==> src/rtl/clk_mon_pkg.sv <==
// Shared types and default constants for the slow-clock monitor.
package clk_mon_pkg;

   typedef enum logic [1:0] {
      ST_IDLE    = 2'd0,
      ST_MEASURE = 2'd1,
      ST_TRACK   = 2'd2
   } state_e;

   localparam int SYNC_STAGES_DEF = 2;
   localparam int CNT_W_DEF       = 16;
   localparam int TIMEOUT_DEF     = 1000;
   localparam int LOCK_COUNT_DEF  = 4;

   // Bits needed to hold the values 0..n inclusive.
   function automatic int cnt_bits(input int n);
      return (n < 1) ? 1 : $clog2(n + 1);
   endfunction

endpackage

==> src/rtl/sync_edge_det.sv <==
// Multi-flop synchronizer for an asynchronous input with registered
// single-cycle rise/fall strobes.
module sync_edge_det #(
   parameter int SYNC_STAGES = 2
) (
   input  logic clk,
   input  logic rst,
   input  logic async_i,
   output logic rise_o,
   output logic fall_o
);

   logic [SYNC_STAGES-1:0] sync_q;
   logic                   prev_q;
   logic                   rise_q;
   logic                   fall_q;
   logic                   synced;

   assign synced = sync_q[SYNC_STAGES-1];

   // Strobes are registered so they land SYNC_STAGES+1 cycles after the input moves.
   always_ff @(posedge clk) begin
      if (rst) begin
         sync_q <= '0;
         prev_q <= 1'b0;
         rise_q <= 1'b0;
         fall_q <= 1'b0;
      end else begin
         sync_q <= {sync_q[SYNC_STAGES-2:0], async_i};
         prev_q <= synced;
         rise_q <= synced & ~prev_q;
         fall_q <= ~synced & prev_q;
      end
   end

   assign rise_o = rise_q;
   assign fall_o = fall_q;

endmodule

==> src/rtl/clk_monitor.sv <==
// Slow-clock monitor: edge strobes, half-period measurement, lock and stall.
// Define CLK_MON_DUTY_EN to add high_time_o / low_time_o duty outputs.
module clk_monitor
   import clk_mon_pkg::*;
#(
   parameter int SYNC_STAGES = SYNC_STAGES_DEF,
   parameter int CNT_W       = CNT_W_DEF,
   parameter int TIMEOUT     = TIMEOUT_DEF,
   parameter int LOCK_COUNT  = LOCK_COUNT_DEF
) (
   input  logic             clk,
   input  logic             rst,
   input  logic             slow_i,
   output logic             rise_o,
   output logic             fall_o,
   output logic [CNT_W-1:0] half_period_o,
   output logic             period_valid_o,
   output logic             locked_o,
   output logic             stalled_o
`ifdef CLK_MON_DUTY_EN
   ,
   output logic [CNT_W-1:0] high_time_o,
   output logic [CNT_W-1:0] low_time_o
`endif
);

   localparam int               MW      = cnt_bits(LOCK_COUNT);
   localparam logic [MW-1:0]    LOCK_M  = MW'(LOCK_COUNT);
   localparam logic [CNT_W-1:0] TO_LAST = CNT_W'(TIMEOUT - 1);

   state_e           state_q, state_d;
   logic [CNT_W-1:0] cnt_q, cnt_d;
   logic [CNT_W-1:0] hp_q, hp_d;
   logic [MW-1:0]    match_q, match_d;
   logic             valid_q, valid_d;
   logic             locked_q, locked_d;
   logic             stalled_q, stalled_d;
   logic [CNT_W-1:0] meas;
   logic             rise, fall, edge_seen;
`ifdef CLK_MON_DUTY_EN
   logic [CNT_W-1:0] high_q, high_d;
   logic [CNT_W-1:0] low_q, low_d;
`endif

   sync_edge_det #(.SYNC_STAGES(SYNC_STAGES)) u_sync (
      .clk     (clk),
      .rst     (rst),
      .async_i (slow_i),
      .rise_o  (rise),
      .fall_o  (fall)
   );

   assign edge_seen = rise | fall;
   // A saturated counter still reports the maximum rather than wrapping.
   assign meas      = (cnt_q == '1) ? cnt_q : cnt_q + 1'b1;

   always_comb begin
      state_d   = state_q;
      cnt_d     = cnt_q;
      hp_d      = hp_q;
      match_d   = match_q;
      valid_d   = valid_q;
      locked_d  = locked_q;
      stalled_d = stalled_q;
`ifdef CLK_MON_DUTY_EN
      high_d    = high_q;
      low_d     = low_q;
`endif
      case (state_q)
         ST_IDLE: begin
            cnt_d = '0;
            if (edge_seen) begin
               state_d   = ST_MEASURE;
               stalled_d = 1'b0;
            end
         end
         ST_MEASURE, ST_TRACK: begin
            if (edge_seen) begin
               cnt_d = '0;
               hp_d  = meas;
`ifdef CLK_MON_DUTY_EN
               if (fall) high_d = meas;
               if (rise) low_d  = meas;
`endif
               if (state_q == ST_MEASURE) begin
                  valid_d = 1'b1;
                  match_d = '0;
                  state_d = ST_TRACK;
               end else if (meas == hp_q) begin
                  match_d  = (match_q == LOCK_M) ? LOCK_M : match_q + 1'b1;
                  locked_d = (match_d == LOCK_M);
               end else begin
                  match_d  = '0;
                  locked_d = 1'b0;
               end
            end else if (cnt_q == TO_LAST) begin
               // Stall: drop status but keep the last measurement visible.
               stalled_d = 1'b1;
               locked_d  = 1'b0;
               valid_d   = 1'b0;
               match_d   = '0;
               cnt_d     = '0;
               state_d   = ST_IDLE;
            end else begin
               cnt_d = (cnt_q == '1) ? cnt_q : cnt_q + 1'b1;
            end
         end
         default: state_d = ST_IDLE;
      endcase
   end

   always_ff @(posedge clk) begin
      if (rst) begin
         state_q   <= ST_IDLE;
         cnt_q     <= '0;
         hp_q      <= '0;
         match_q   <= '0;
         valid_q   <= 1'b0;
         locked_q  <= 1'b0;
         stalled_q <= 1'b0;
`ifdef CLK_MON_DUTY_EN
         high_q    <= '0;
         low_q     <= '0;
`endif
      end else begin
         state_q   <= state_d;
         cnt_q     <= cnt_d;
         hp_q      <= hp_d;
         match_q   <= match_d;
         valid_q   <= valid_d;
         locked_q  <= locked_d;
         stalled_q <= stalled_d;
`ifdef CLK_MON_DUTY_EN
         high_q    <= high_d;
         low_q     <= low_d;
`endif
      end
   end

   assign rise_o         = rise;
   assign fall_o         = fall;
   assign half_period_o  = hp_q;
   assign period_valid_o = valid_q;
   assign locked_o       = locked_q;
   assign stalled_o      = stalled_q;
`ifdef CLK_MON_DUTY_EN
   assign high_time_o    = high_q;
   assign low_time_o     = low_q;
`endif

endmodule
==> config.mk <==
export PLATFORM = sky130hd
export DESIGN_NAME = clk_monitor
export DESIGN_NICKNAME = d
export VERILOG_FILES = /design/src/rtl/clk_mon_pkg.sv /design/src/rtl/sync_edge_det.sv /design/src/rtl/clk_monitor.sv
export SDC_FILE = /design/constraint.sdc
export NUM_CORES = 1
export LEC_CHECK = 0
export CAP_MARGIN = 25
export CORE_MARGIN = 2
export CORE_UTILIZATION = 29
export DETAILED_ROUTE_END_ITERATION = 10
export PLACE_DENSITY = 0.49
export SYNTH_ARGS = -nofsm -noshare
export SYNTH_HDL_FRONTEND = slang
export SYNTH_SLANG_ARGS = --single-unit
export TNS_END_PERCENT = 50
==> constraint.sdc <==
create_clock -name clk -period 6 [get_ports clk]
set_input_delay 1.2 -clock clk [delete_from_list [all_inputs] [get_ports clk]]
set_output_delay 1.2 -clock clk [all_outputs]
set_load 0.02 [all_outputs]
==> results of run 1 <==
## metal layers
layer	routed length [um]	share of wire [%]	vias up
met2	3726	45	81
li1	-	-	1332
met4	208	2.5	0
met1	3966	48	1284
met3	396	4.8	17
met5	0	0	-
## cell usage in the layout (no fill, tap or decap), types with 3 or more instances in the layout
master           instances
nand3_1                 16
or3_1                    3
xnor2_1                  8
o22ai_1                  4
xor2_1                  10
nor3b_1                  3
nand2_1                 36
a211oi_1                 7
clkdlybuf4s50_1         23
and3_1                   5
dfxtp_1                 45
nor2_1                  46
ha_1                     6
o21ai_0                 19
inv_1                   15
mux2i_1                  5
nand3b_1                 3
nor3_1                  15
a21oi_1                 37
nand4_1                  6
nor4_1                   3
clkbuf_8                 7
nand3_2                  3
nor2b_1                  4
## worst max path at each step
stage	startpoint	end	slack [ps]	cells past startpoint
after floorplan	cnt_q[0]$_SDFFE_PP0P_	match_q[0]$_SDFFE_PP0P_	3520	9
after global placement	cnt_q[0]$_SDFFE_PP0P_	match_q[0]$_SDFFE_PP0P_	3130	9
after detailed placement	cnt_q[0]$_SDFFE_PP0P_	match_q[0]$_SDFFE_PP0P_	2990	9
after CTS	cnt_q[0]$_SDFFE_PP0P_	match_q[0]$_SDFFE_PP0P_	2960	9
after global routing	cnt_q[1]$_SDFFE_PP0P_	match_q[0]$_SDFFE_PP0P_	2610	9
final	cnt_q[0]$_SDFFE_PP0P_	match_q[0]$_SDFFE_PP0P_	2880	9
## area by class of cell
cell class	instances	share of cell area (%)
multi-input cells	286	54.72
well taps	133	5.125
clock inverters	1	0.1541
repair buffers	25	7.553
flip-flops and latches	45	27.75
inverters	15	1.734
clock buffers	7	2.967
## cells by family after synthesis
| logic type | synth area share (%) |
|---|---|
| compound gates | 20.12 |
| xor+xnor | 6.054 |
| simple gates | 30.79 |
| buf+inv | 6.794 |
| mux | 2.265 |
| flops | 31.36 |
| fa+ha+maj | 2.613 |
## flip-flops by register name, summed over array words and instances, names as in the netlist
register and count:
match_q 3, period_valid_o 1, u_sync.fall_o 1, locked_o 1, u_sync.sync_q 2, u_sync.rise_o 1
u_sync.prev_q 1, half_period_o 16, state_q 2, cnt_q 16, stalled_o 1
## metrics by stage
stage / util (%) / instance area (um2) / setup WS [ps] / std cells / power, mW
finish: 33.53 / 3247 / 2876 / 512 / 0.5413
floorplan: - / 2873 / 3524 / 369 / 0.3273
detailed placement: 32.48 / 3146 / 2993 / 504 / 0.3374
global placement: 32.48 / 3146 / 3131 / 504 / 0.3373
global route: 33.53 / 3247 / 2606 / 512 / 0.5632
CTS: 33.53 / 3247 / 2958 / 512 / 0.5513
## power breakdown
group / internal, mW / switching (mW) / total [mW]
combinational: 0.00924 / 0.0192 / 0.0284
sequential: 0.300 / 0.00166 / 0.302
clock: 0.104 / 0.106 / 0.211
total: 0.414 / 0.127 / 0.541
## critical path, stage by stage, from the launching register on
cell and delay [ps]:
dfxtp_1 450, ha_1 380, nand4_2 230, o41ai_1 580
xor2_1 120, a21oi_1 210, nand4_1 140, nor4_2 530
nand3_2 170, o31ai_2 230
==> summary.md, run 1 <==
| Metric | Value |
|---|---|
| CTS tree | `done` |
| Final setup fails | `0` |
| Number of flops mapped to enable cells by yosys | `0` |
| IO Port Bufs | `23` |
| CTS Buf Count | `5` |
| Clock tree sinks | `45` |
| Seq cells post-synth | `45` |
| Placement Rows | `36` |
| R2R setup slack | `approximately 2900 ps` |
| Rel. slew slack | `approximately 41%` |
| Pwr/cell area | `166.7 mW/mm2` |
| Hold Crit Class | `reg -> reg` |
| Hold buffers post-CTS | `0` |
| Worst Path Max Fanout | `8` |
| Global-route wire length before repair | `13,870 um` |
| Synth cell count leaders | `nor2_1 (46), dfxtp_1 (45), a21oi_1 (37), nand2_1 (36), o21ai_0 (19)` |
| DRC errors left | `0` |
| Yosys warns | `0` |
| Per-cell routed wire length | `between 15 and 20 um` |
| Worst endpoint required time | `6220 ps` |
| Worst r2r src | `cnt_q[0]$_SDFFE_PP0P_` |
| Most area-consuming cells after synthesis | `dfxtp_1 (31%), a21oi_1 (6.4%), nor2_1 (6.0%)` |
| Routed vias/inst | `5.301` |
| Worst-margin pin slew | `879.0 ps` |
| Netlist cell types | `65` |
| Sequential cell area | `900.9 um2` |
| Final nets | `between 300 and 400` |
| Most common cell in the synthesized netlist | `nor2_1` |
| Worst Skew | `around 4.9 ps` |
| Leakage | `1.131 nW` |
| Core ar. | `between 0.009 and 0.01 mm2` |
| CTS root buf | `clkbuf_8` |
| Final setup TNS | `0 ps` |
| Hold Violations, Final | `0` |
| CTS HTree Levels | `2` |
| RePlAce Congestion | `0.9072` |
| Net Count, Synth | `about 380` |
| Footprint of the multi-input gates | `about 0.0018 mm2` |
| # Post-CTS Setup Buffers | `0` |
| Worst setup SP type | `flop` |
| Crit path kind | `reg -> reg` |
| Met2 capacity usage during global routing | `25.21%` |
| Syn Area/Cell | `7.785 um2` |
| CTS resizes | `0` |
| Critical R2R Capture | `match_q[0]$_SDFFE_PP0P_` |
| Status | `finished, final reports clean` |
| Worst setup EP type | `flop` |
| Final WL | `8298 um` |
| Fin crit share | `around 52%` |
| Share of cells above drive strength 1 | `8.971%` |
| Area grow syn2layout | `13.02%` |
| GRT busiest layer | `met2` |
| Routed vias | `between 2,000 and 3,000` |
| Largest net degree at the start of global routing | `43` |
| Synthesized cell area | `0.002873 mm2` |
| Worst-path clk slew | `90 ps` |
| Vias in the first global route | `2,658` |
| Total GRT Usage | `about 16%` |
| Skew-Pair Late Insertion Delay | `approximately 300 ps` |
| Routed Antenna Nets | `0` |
| GR Layer Usage met3 | `under 10%` |
| Grt ovf | `0` |
| Die Ht | `103.5 um` |
| Die width | `103.5 um` |
| Period minus WS final | `3124 ps` |
| Fillers | `between 1,000 and 1,500` |
| RSZ-0062 raised after global routing | `false` |
| Initial Utilization | `29.66%` |
| Cell taking the most area after synthesis | `dfxtp_1` |
| Antenna cell count | `0` |
| Synth top area share | `31.36%` |
| Arrival @ worst endpoint | `3340 ps` |
| Clock tree buffer depth | `2` |
| Max-cap violations | `0` |
| WHS Path Cells | `1` |
| Ys flop type | `dfxtp_1` |
| Fmax | `320.1 MHz` |
| Worst Reg2Reg Path Length in Cells | `9` |
| Synthesized instance count | `369` |
| DP Wirelength | `between 6000 and 7000 um` |
| Max IR drop VDD | `0.00007797 V` |
| Sequential share of the synthesized area | `31.36%` |
| M1 GR Usage | `21.30%` |
| Hold Worst Slack | `405.3 ps` |
| Initial detailed-routing violation count | `around 200` |
| Async S/R FF share, synth | `0%` |
| Max Slew Vio Count | `0` |
| Die area | `0.01072 mm2` |
| Worst Hold End | `u_sync.rise_o$_SDFF_PP0_` |
| Hold_sp | `u_sync.prev_q$_SDFF_PP0_` |
| I/O pins | `24` |
| Pre-antenna DRT Iters | `5` |
| Antenna violations before repair | `0` |
Note: power is estimated with default switching activity, not from simulation.
==> inputs of run 2 (changes only) <==
==> constraint.sdc (replaced) <==
create_clock -name clk -period 2.9 [get_ports clk]
set_input_delay 0.58 -clock clk [delete_from_list [all_inputs] [get_ports clk]]
set_output_delay 0.58 -clock clk [all_outputs]
set_load 0.02 [all_outputs]
==> run 2 against run 1 <==
  * First-iteration DRC count shrank 16%
  * Setup slack worse by 2600 ps
  * Fmax up 18%
  * Final area increased by 6.2%
  * Final cell count is 5.1% higher
  * Count of clock-buffer cells in the layout fell by 1
==> summary.md, run 2 (same netlist as run 1, synthesis figures left out) <==
| Metric | Value |
|---|---|
| Antenna cell count | `0 (unchanged)` |
| Slowest-stage cell, CP | `dfxtp_1 (was o41ai_1)` |
| Final setup fails | `0 (unchanged)` |
| Initial detailed-routing violation count | `169 (was 202)` |
| Hold buffers post-CTS | `0 (unchanged)` |
| RePlAce Congestion | `0.8935 (was 0.9072)` |
| Skew-Pair Late Insertion Delay | `300 ps (about the same)` |
| Fmax | `376.3 MHz (was 320.1 MHz)` |
| Rel. slew slack | `55.90% (was 41.40%)` |
| Die Ht | `103.5 um (unchanged)` |
| Worst-margin pin slew | `659.1 ps (was 879.0 ps)` |
| CP top delay family | `simple AND/OR/NAND/NOR gates (unchanged)` |
| Routed Antenna Nets | `0 (unchanged)` |
| Leakage | `1.250 nW (was 1.131 nW)` |
| Max-cap violations | `0 (unchanged)` |
| Share of cells above drive strength 1 | `15.56% (was 8.971%)` |
| Commonest cells after routing, fill and taps aside | `nor2_1 (46), dfxtp_1 (44), a21oi_1 (37) (was nor2_1 (46), dfxtp_1 (45), a21oi_1 (37))` |
| Hold Violations, Final | `0 (unchanged)` |
| # Post-CTS Setup Buffers | `0 (unchanged)` |
| Per-cell routed wire length | `16.53 um (was 16.21 um)` |
| IO Port Bufs | `23 (unchanged)` |
| Max Slew Vio Count | `0 (unchanged)` |
| Fin crit share | `91.64% (was 52.07%)` |
| Die area | `0.01072 mm2 (unchanged)` |
| I/O pins | `24 (unchanged)` |
| Worst-path clk slew | `90 ps (about the same)` |
| Worst setup EP type | `flop (unchanged)` |
| Setup WS pre-CTS | `200.2 ps (was 2993 ps)` |
| CTS tree | `done (unchanged)` |
| DRC errors left | `0 (unchanged)` |
| Worst setup SP type | `flop (unchanged)` |
| Final setup TNS | `0 ps (unchanged)` |
| Placement Rows | `36 (unchanged)` |
| Fin util | `35.59% (was 33.53%)` |
| Worst Skew | `8.052 ps (was 4.933 ps)` |
| Routed vias | `2,828 (was 2,714)` |
| Crit-path cells | `and4_1 > nand3_1 > and3_1 > xor2_1 > o2111ai_1 > nor3_1 > nand3_2 > o31ai_2 (was ha_1 > nand4_2 > o41ai_1 > xor2_1 > a21oi_1 > nand4_1 > nor4_2 > nand3_2 > o31ai_2)` |
| Final WL | `8891 um (was 8298 um)` |
| Pre-antenna DRT Iters | `5 (unchanged)` |
| Pwr/cell area | `325.5 mW/mm2 (was 166.7 mW/mm2)` |
| CTS Buf Count | `5 (unchanged)` |
| Grt ovf | `0 (unchanged)` |
| DP Wirelength | `6697 um (was 6002 um)` |
| Crit path kind | `reg -> reg (unchanged)` |
| Vias in the first global route | `2,682 (was 2,658)` |
| CTS root buf | `clkbuf_8 (unchanged)` |
| Worst endpoint required time | `3120 ps (was 6220 ps)` |
| Clock tree buffer depth | `2 (unchanged)` |
| Initial Utilization | `29.66% (unchanged)` |
| Critical path buffers and inverters | `0 (unchanged)` |
| Worst Path Max Fanout | `10 (was 8)` |
| RSZ-0062 raised after global routing | `false (unchanged)` |
| Largest net degree at the start of global routing | `24 (was 43)` |
| Global-route wire length before repair | `14,370 um (was 13,870 um)` |
| Die width | `103.5 um (unchanged)` |
| Arrival @ worst endpoint | `2880 ps (was 3340 ps)` |
| Fillers | `1,043 (was 1,034)` |
| Core ar. | `0.009684 mm2 (unchanged)` |
| Total GRT Usage | `16.56% (was 15.81%)` |
| Area grow syn2layout | `19.99% (was 13.02%)` |
| Clock tree sinks | `45 (unchanged)` |
| Antenna violations before repair | `0 (unchanged)` |
| Routed vias/inst | `5.257 (was 5.301)` |
| R2R setup slack | `240 ps (was 2880 ps)` |
| CTS HTree Levels | `2 (unchanged)` |
| Max incr delay on CP | `600 ps (was 580 ps)` |
| Leading cell type in the layout, fill and taps excluded | `nor2_1 (unchanged)` |
| Max IR drop VDD | `0.0001683 V (was 0.00007797 V)` |
| Final WS setup | `242.5 ps (was 2876 ps)` |
| Final nets | `413 (was 387)` |
| Period minus WS final | `2658 ps (was 3124 ps)` |
| Hold Crit Class | `reg -> reg (unchanged)` |
| Status | `finished, final reports clean (unchanged)` |
-- run 2: stage by stage --
stage          hold slack (ps)  std cells  area [um2]  total power [mW]
6_report                 417.6        538        3447             1.122
5_1_grt                  429.7        538        3447             1.161
4_1_cts                  418.3        538        3437             1.134
3_5_place_dp             402.6        530        3341            0.7032
3_3_place_gp             391.7        530        3341            0.7033
2_1_floorplan            383.5        369        2873            0.6772
-- run 2: where the power goes --
group	leakage (nW)	switching, mW	internal [mW]
clock network	0.0512	0.239	0.194
registers	0.364	0.00287	0.622
logic	0.835	0.0412	0.0232
-- run 2: path summary, 6_finish.rpt --
check / endpoint / startpoint / cells after the start
worst max-delay path: match_q[0]$_SDFFE_PP0P_ / cnt_q[13]$_SDFFE_PP0P_ / 8
worst min-delay path: u_sync.fall_o$_SDFF_PP0_ / u_sync.sync_q[1]$_SDFF_PP0_ / 1
worst max register to register: match_q[0]$_SDFFE_PP0P_ / cnt_q[13]$_SDFFE_PP0P_ / 8
worst min register to register: u_sync.fall_o$_SDFF_PP0_ / u_sync.sync_q[1]$_SDFF_PP0_ / 1
-- run 2: layout make-up --
cell class                      count  area (um2)  area share [%]
Timing Repair Buffer               51       440.4           12.78
Multi-Input combinational cell    286        1785           51.80
Inverter                           15       56.30           1.633
Tap cell                          133       166.4           4.828
Clock buffer                        6       82.58           2.396
Sequential cell                    45       902.1           26.17
Clock inverter                      2       13.76          0.3993
-- run 2: timing repair --
action	4_1_cts	5_1_grt
hold endpoints to repair	0	0
endpoints found under the setup margin	0	4
gates resized for setup	0	3
-- run 2: per-layer routing --
layer / part of all wire, % / vias to the layer above / GRT usage [%]
li1: - / 1383 / -
met1: 47 / 1350 / 22.38
met2: 46 / 84 / 27.15
met3: 5.4 / 11 / 2.895
met4: 2.0 / 0 / 4.730
met5: 0 / - / 0
==> inputs of run 3 (changes only) <==
--- a/config.mk
+++ b/config.mk
@@ -5,6 +5,7 @@
 export SDC_FILE = /design/constraint.sdc
 export NUM_CORES = 1
 export LEC_CHECK = 0
+export ABC_AREA = 1
 export CAP_MARGIN = 25
 export CORE_MARGIN = 2
 export CORE_UTILIZATION = 29
==> run 3 against run 2 <==
  * Final area fell by 11%
  * Critical path type unchanged
  * Global-route usage fell by 2.3 points
  * Largest cell class unchanged
  * Critical endpoint is now locked_o$_SDFFE_PP0P_
  * First-iteration DRC count fell by 3.6%
==> summary.md, run 3 <==
| Metric | Value |
|---|---|
| Cell taking the most area after synthesis | `dfxtp_1 (unchanged)` |
| Syn Area/Cell | `6.471 um2 (was 7.785 um2)` |
| Commonest cells after routing, fill and taps aside | `nand2_1 (105), inv_1 (54), dfxtp_1 (45) (was nor2_1 (46), dfxtp_1 (44), a21oi_1 (37))` |
| Antenna violations before repair | `0 (unchanged)` |
| Fin crit share | `80.11% (was 91.64%)` |
| Worst-path clk slew | `80 ps (was 90 ps)` |
| Area grow syn2layout | `17.70% (was 19.99%)` |
| Logic pwr share | `11.9% (was 5.7%)` |
| Worst Path Max Fanout | `20 (was 10)` |
| Initial Utilization | `29.83% (was 29.66%)` |
| Final WL | `6814 um (was 8891 um)` |
| Clock tree buffer depth | `2 (unchanged)` |
| Switching share of power | `26.35% (was 25.21%)` |
| Synth top area share | `34.63% (was 31.36%)` |
| Pre-antenna DRT Iters | `4 (was 5)` |
| Rel. slew slack | `67.45% (was 55.90%)` |
| Sequential share of the synthesized area | `34.63% (was 31.36%)` |
| Compound-Gate Fraction of Synth Area | `14.33% (was 20.12%)` |
| Worst Hold End | `u_sync.sync_q[1]$_SDFF_PP0_ (was u_sync.fall_o$_SDFF_PP0_)` |
| CTS Buf Count | `5 (unchanged)` |
| Hold buffers post-CTS | `0 (unchanged)` |
| Most area-consuming cells after synthesis | `dfxtp_1 (35%), nand2_1 (15%), inv_1 (7.8%) (was dfxtp_1 (31%), a21oi_1 (6.4%), nor2_1 (6.0%))` |
| Hold Violations, Final | `0 (unchanged)` |
| Net Count, Synth | `411 (was 378)` |
| Mux contribution to synthesized area | `0% (was 2.265%)` |
| Grt ovf | `0 (unchanged)` |
| Synth cell count leaders | `nand2_1 (105), inv_1 (54), dfxtp_1 (45), nor2_1 (40), nand3_1 (35) (was nor2_1 (46), dfxtp_1 (45), a21oi_1 (37), nand2_1 (36), o21ai_0 (19))` |
| Routed vias | `2,546 (was 2,828)` |
| Yosys warns | `0 (unchanged)` |
| WHS Path Cells | `2 (was 1)` |
| Vias in the first global route | `2,229 (was 2,682)` |
| Ys flop type | `dfxtp_1 (unchanged)` |
| RSZ-0062 raised after global routing | `false (unchanged)` |
| CTS tree | `done (unchanged)` |
| Sequential cell area | `900.9 um2 (was 902.1 um2)` |
| Netlist cell types | `29 (was 65)` |
| Skew-Pair Late Insertion Delay | `300 ps (about the same)` |
| IO Port Bufs | `23 (unchanged)` |
| Largest net degree at the start of global routing | `30 (was 24)` |
| Fillers | `920 (was 1,043)` |
| Clk pwr share | `35.6% (was 38.6%)` |
| Status | `finished, final reports clean (unchanged)` |
| Die area | `0.009744 mm2 (was 0.01072 mm2)` |
| Per-cell routed wire length | `12.76 um (was 16.53 um)` |
| Fin util | `35.11% (was 35.59%)` |
| Max-cap violations | `0 (unchanged)` |
| Simple-Gate Fraction of Synth Area | `35.26% (was 30.79%)` |
| Routed vias/inst | `4.768 (was 5.257)` |
| Max Slew Vio Count | `0 (unchanged)` |
| Global-route wire length before repair | `11,250 um (was 14,370 um)` |
| Final setup TNS | `0 ps (unchanged)` |
| Crit path kind | `reg -> reg (unchanged)` |
| Worst setup EP type | `flop (unchanged)` |
| Fmax | `430.4 MHz (was 376.3 MHz)` |
| Most common cell in the synthesized netlist | `nand2_1 (was nor2_1)` |
| Synthesized instance count | `402 (was 369)` |
| Total GRT Usage | `14.24% (was 16.56%)` |
| Int Pwr | `0.9017 mW (was 0.8390 mW)` |
| Main combinational cell family by area after synthesis | `simple AND/OR/NAND/NOR gates (unchanged)` |
| Die Ht | `98.71 um (was 103.5 um)` |
| Post-route cell area | `0.003062 mm2 (was 0.003447 mm2)` |
| Seq cells post-synth | `45 (unchanged)` |
| Leading cell type in the layout, fill and taps excluded | `nand2_1 (was nor2_1)` |
| RePlAce Congestion | `0.9324 (was 0.8935)` |
| Antenna cell count | `0 (unchanged)` |
| Worst Reg2Reg Path Length in Cells | `13 (was 8)` |
| Placement Rows | `34 (was 36)` |
| Worst endpoint required time | `3140 ps (was 3120 ps)` |
| Async S/R FF share, synth | `0% (unchanged)` |
| Flop pwr share | `52.4% (was 55.7%)` |
| # Post-CTS Setup Buffers | `0 (unchanged)` |
| Period minus WS final | `2323 ps (was 2658 ps)` |
| Number of flops mapped to enable cells by yosys | `0 (unchanged)` |
| Footprint of the multi-input gates | `0.001426 mm2 (was 0.001785 mm2)` |
| CTS root buf | `clkbuf_8 (unchanged)` |
| Core ar. | `0.008721 mm2 (was 0.009684 mm2)` |
| DP Wirelength | `5050 um (was 6697 um)` |
| CTS resizes | `0 (unchanged)` |
| Pwr/cell area | `399.9 mW/mm2 (was 325.5 mW/mm2)` |
| Max IR drop VDD | `0.0001955 V (was 0.0001683 V)` |
| Share of cells above drive strength 1 | `7.042% (was 15.56%)` |
| Post-Synth Adder-Cell Area | `2.886% (was 2.613%)` |
| Hold Crit Class | `reg -> reg (unchanged)` |
| Die width | `98.71 um (was 103.5 um)` |
| Worst r2r src | `cnt_q[0]$_SDFFE_PP0P_ (was cnt_q[13]$_SDFFE_PP0P_)` |
| Post-synthesis xor/xnor area fraction | `2.357% (was 6.054%)` |
| Worst setup SP type | `flop (unchanged)` |
| Routed Antenna Nets | `0 (unchanged)` |
| R2R setup slack | `580 ps (was 240 ps)` |
| Leakage | `1.272 nW (was 1.250 nW)` |
| CTS HTree Levels | `2 (unchanged)` |
| Critical R2R Capture | `locked_o$_SDFFE_PP0P_ (was match_q[0]$_SDFFE_PP0P_)` |
| Hold_sp | `u_sync.sync_q[0]$_SDFF_PP0_ (was u_sync.sync_q[1]$_SDFF_PP0_)` |
| Overall power | `1.224 mW (was 1.122 mW)` |
| Arrival @ worst endpoint | `2560 ps (was 2880 ps)` |
| Final setup fails | `0 (unchanged)` |
| DRC errors left | `0 (unchanged)` |
| Worst-margin pin slew | `486.4 ps (was 659.1 ps)` |
| Initial detailed-routing violation count | `163 (was 169)` |
| Synthesized cell area | `0.002601 mm2 (was 0.002873 mm2)` |
| Final nets | `434 (was 413)` |
| I/O pins | `24 (unchanged)` |
| Clock tree sinks | `45 (unchanged)` |
| Placed Instance Area | `0.002960 mm2 (was 0.003341 mm2)` |
| Worst Skew | `4.319 ps (was 8.052 ps)` |
| P_sw | `0.3226 mW (was 0.2829 mW)` |
==> run 3: through the flow <==
stage / instances / setup WS (ps) / hold WS (ps)
after floorplan: 402 / 939.3 / 388.3
after global placement: 526 / 687.1 / 391.1
after detailed placement: 526 / 584.9 / 402.2
after CTS: 534 / 563.5 / 414.9
after global routing: 534 / 322.6 / 436.2
final: 534 / 576.8 / 409.4
==> run 3: area by class of cell <==
type                            instances  share of cell area (%)
Multi-Input combinational cell        288                   46.59
Sequential cell                        45                   29.42
Timing Repair Buffer                   29                   9.399
Inverter                               56                   6.866
Tap cell                              108                   4.414
Clock buffer                            7                   3.147
Clock inverter                          1                  0.1635
==> run 3: cells by family after synthesis <==
kind of cell / after synthesis
AOI/OAI and AO/OA: 67
DFF: 45
adders and majority gates: 6
xor gates and xnor gates: 7
and+or+nand+nor: 208
buffers and inverters: 69
==> run 3: power groups by stage <==
stage | Combinational (mW) | Sequential, mW | Clock, mW
global placement | 0.147 | 0.657 | 0
detailed placement | 0.147 | 0.657 | 0
global route | 0.163 | 0.645 | 0.476
CTS | 0.148 | 0.643 | 0.453
floorplan | 0.0870 | 0.664 | 0
finish | 0.146 | 0.642 | 0.436
==> run 3: worst max-delay path by stage <==
stage,start,to,cells past startpoint
2_1_floorplan,cnt_q[0]$_SDFFE_PP0P_,locked_o$_SDFFE_PP0P_,14
3_3_place_gp,cnt_q[0]$_SDFFE_PP0P_,locked_o$_SDFFE_PP0P_,13
3_5_place_dp,cnt_q[0]$_SDFFE_PP0P_,locked_o$_SDFFE_PP0P_,13
4_1_cts,cnt_q[0]$_SDFFE_PP0P_,locked_o$_SDFFE_PP0P_,13
5_1_grt,cnt_q[0]$_SDFFE_PP0P_,match_q[2]$_SDFFE_PP0P_,13
6_report,cnt_q[0]$_SDFFE_PP0P_,locked_o$_SDFFE_PP0P_,13
==> run 3: per-layer routing <==
metal	vias up	wire length, um	GRT usage [%]
met2	47	2952	21.56
met4	0	60	3.161
met1	1163	3540	21.52
met3	4	259	1.915
li1	1332	-	-
met5	-	0	0
==> run 3: worst max-delay path, stage by stage, from the launching register on <==
cell	delay, ps
dfxtp_1	360
ha_1	260
nand2_2	120
nor2_4	50
nand2_4	110
nor2_4	60
inv_2	270
o21ai_0	260
xor2_1	190
nor2_1	110
nand3_1	90
nor2_2	180
nand2_1	90
a21oi_2	110
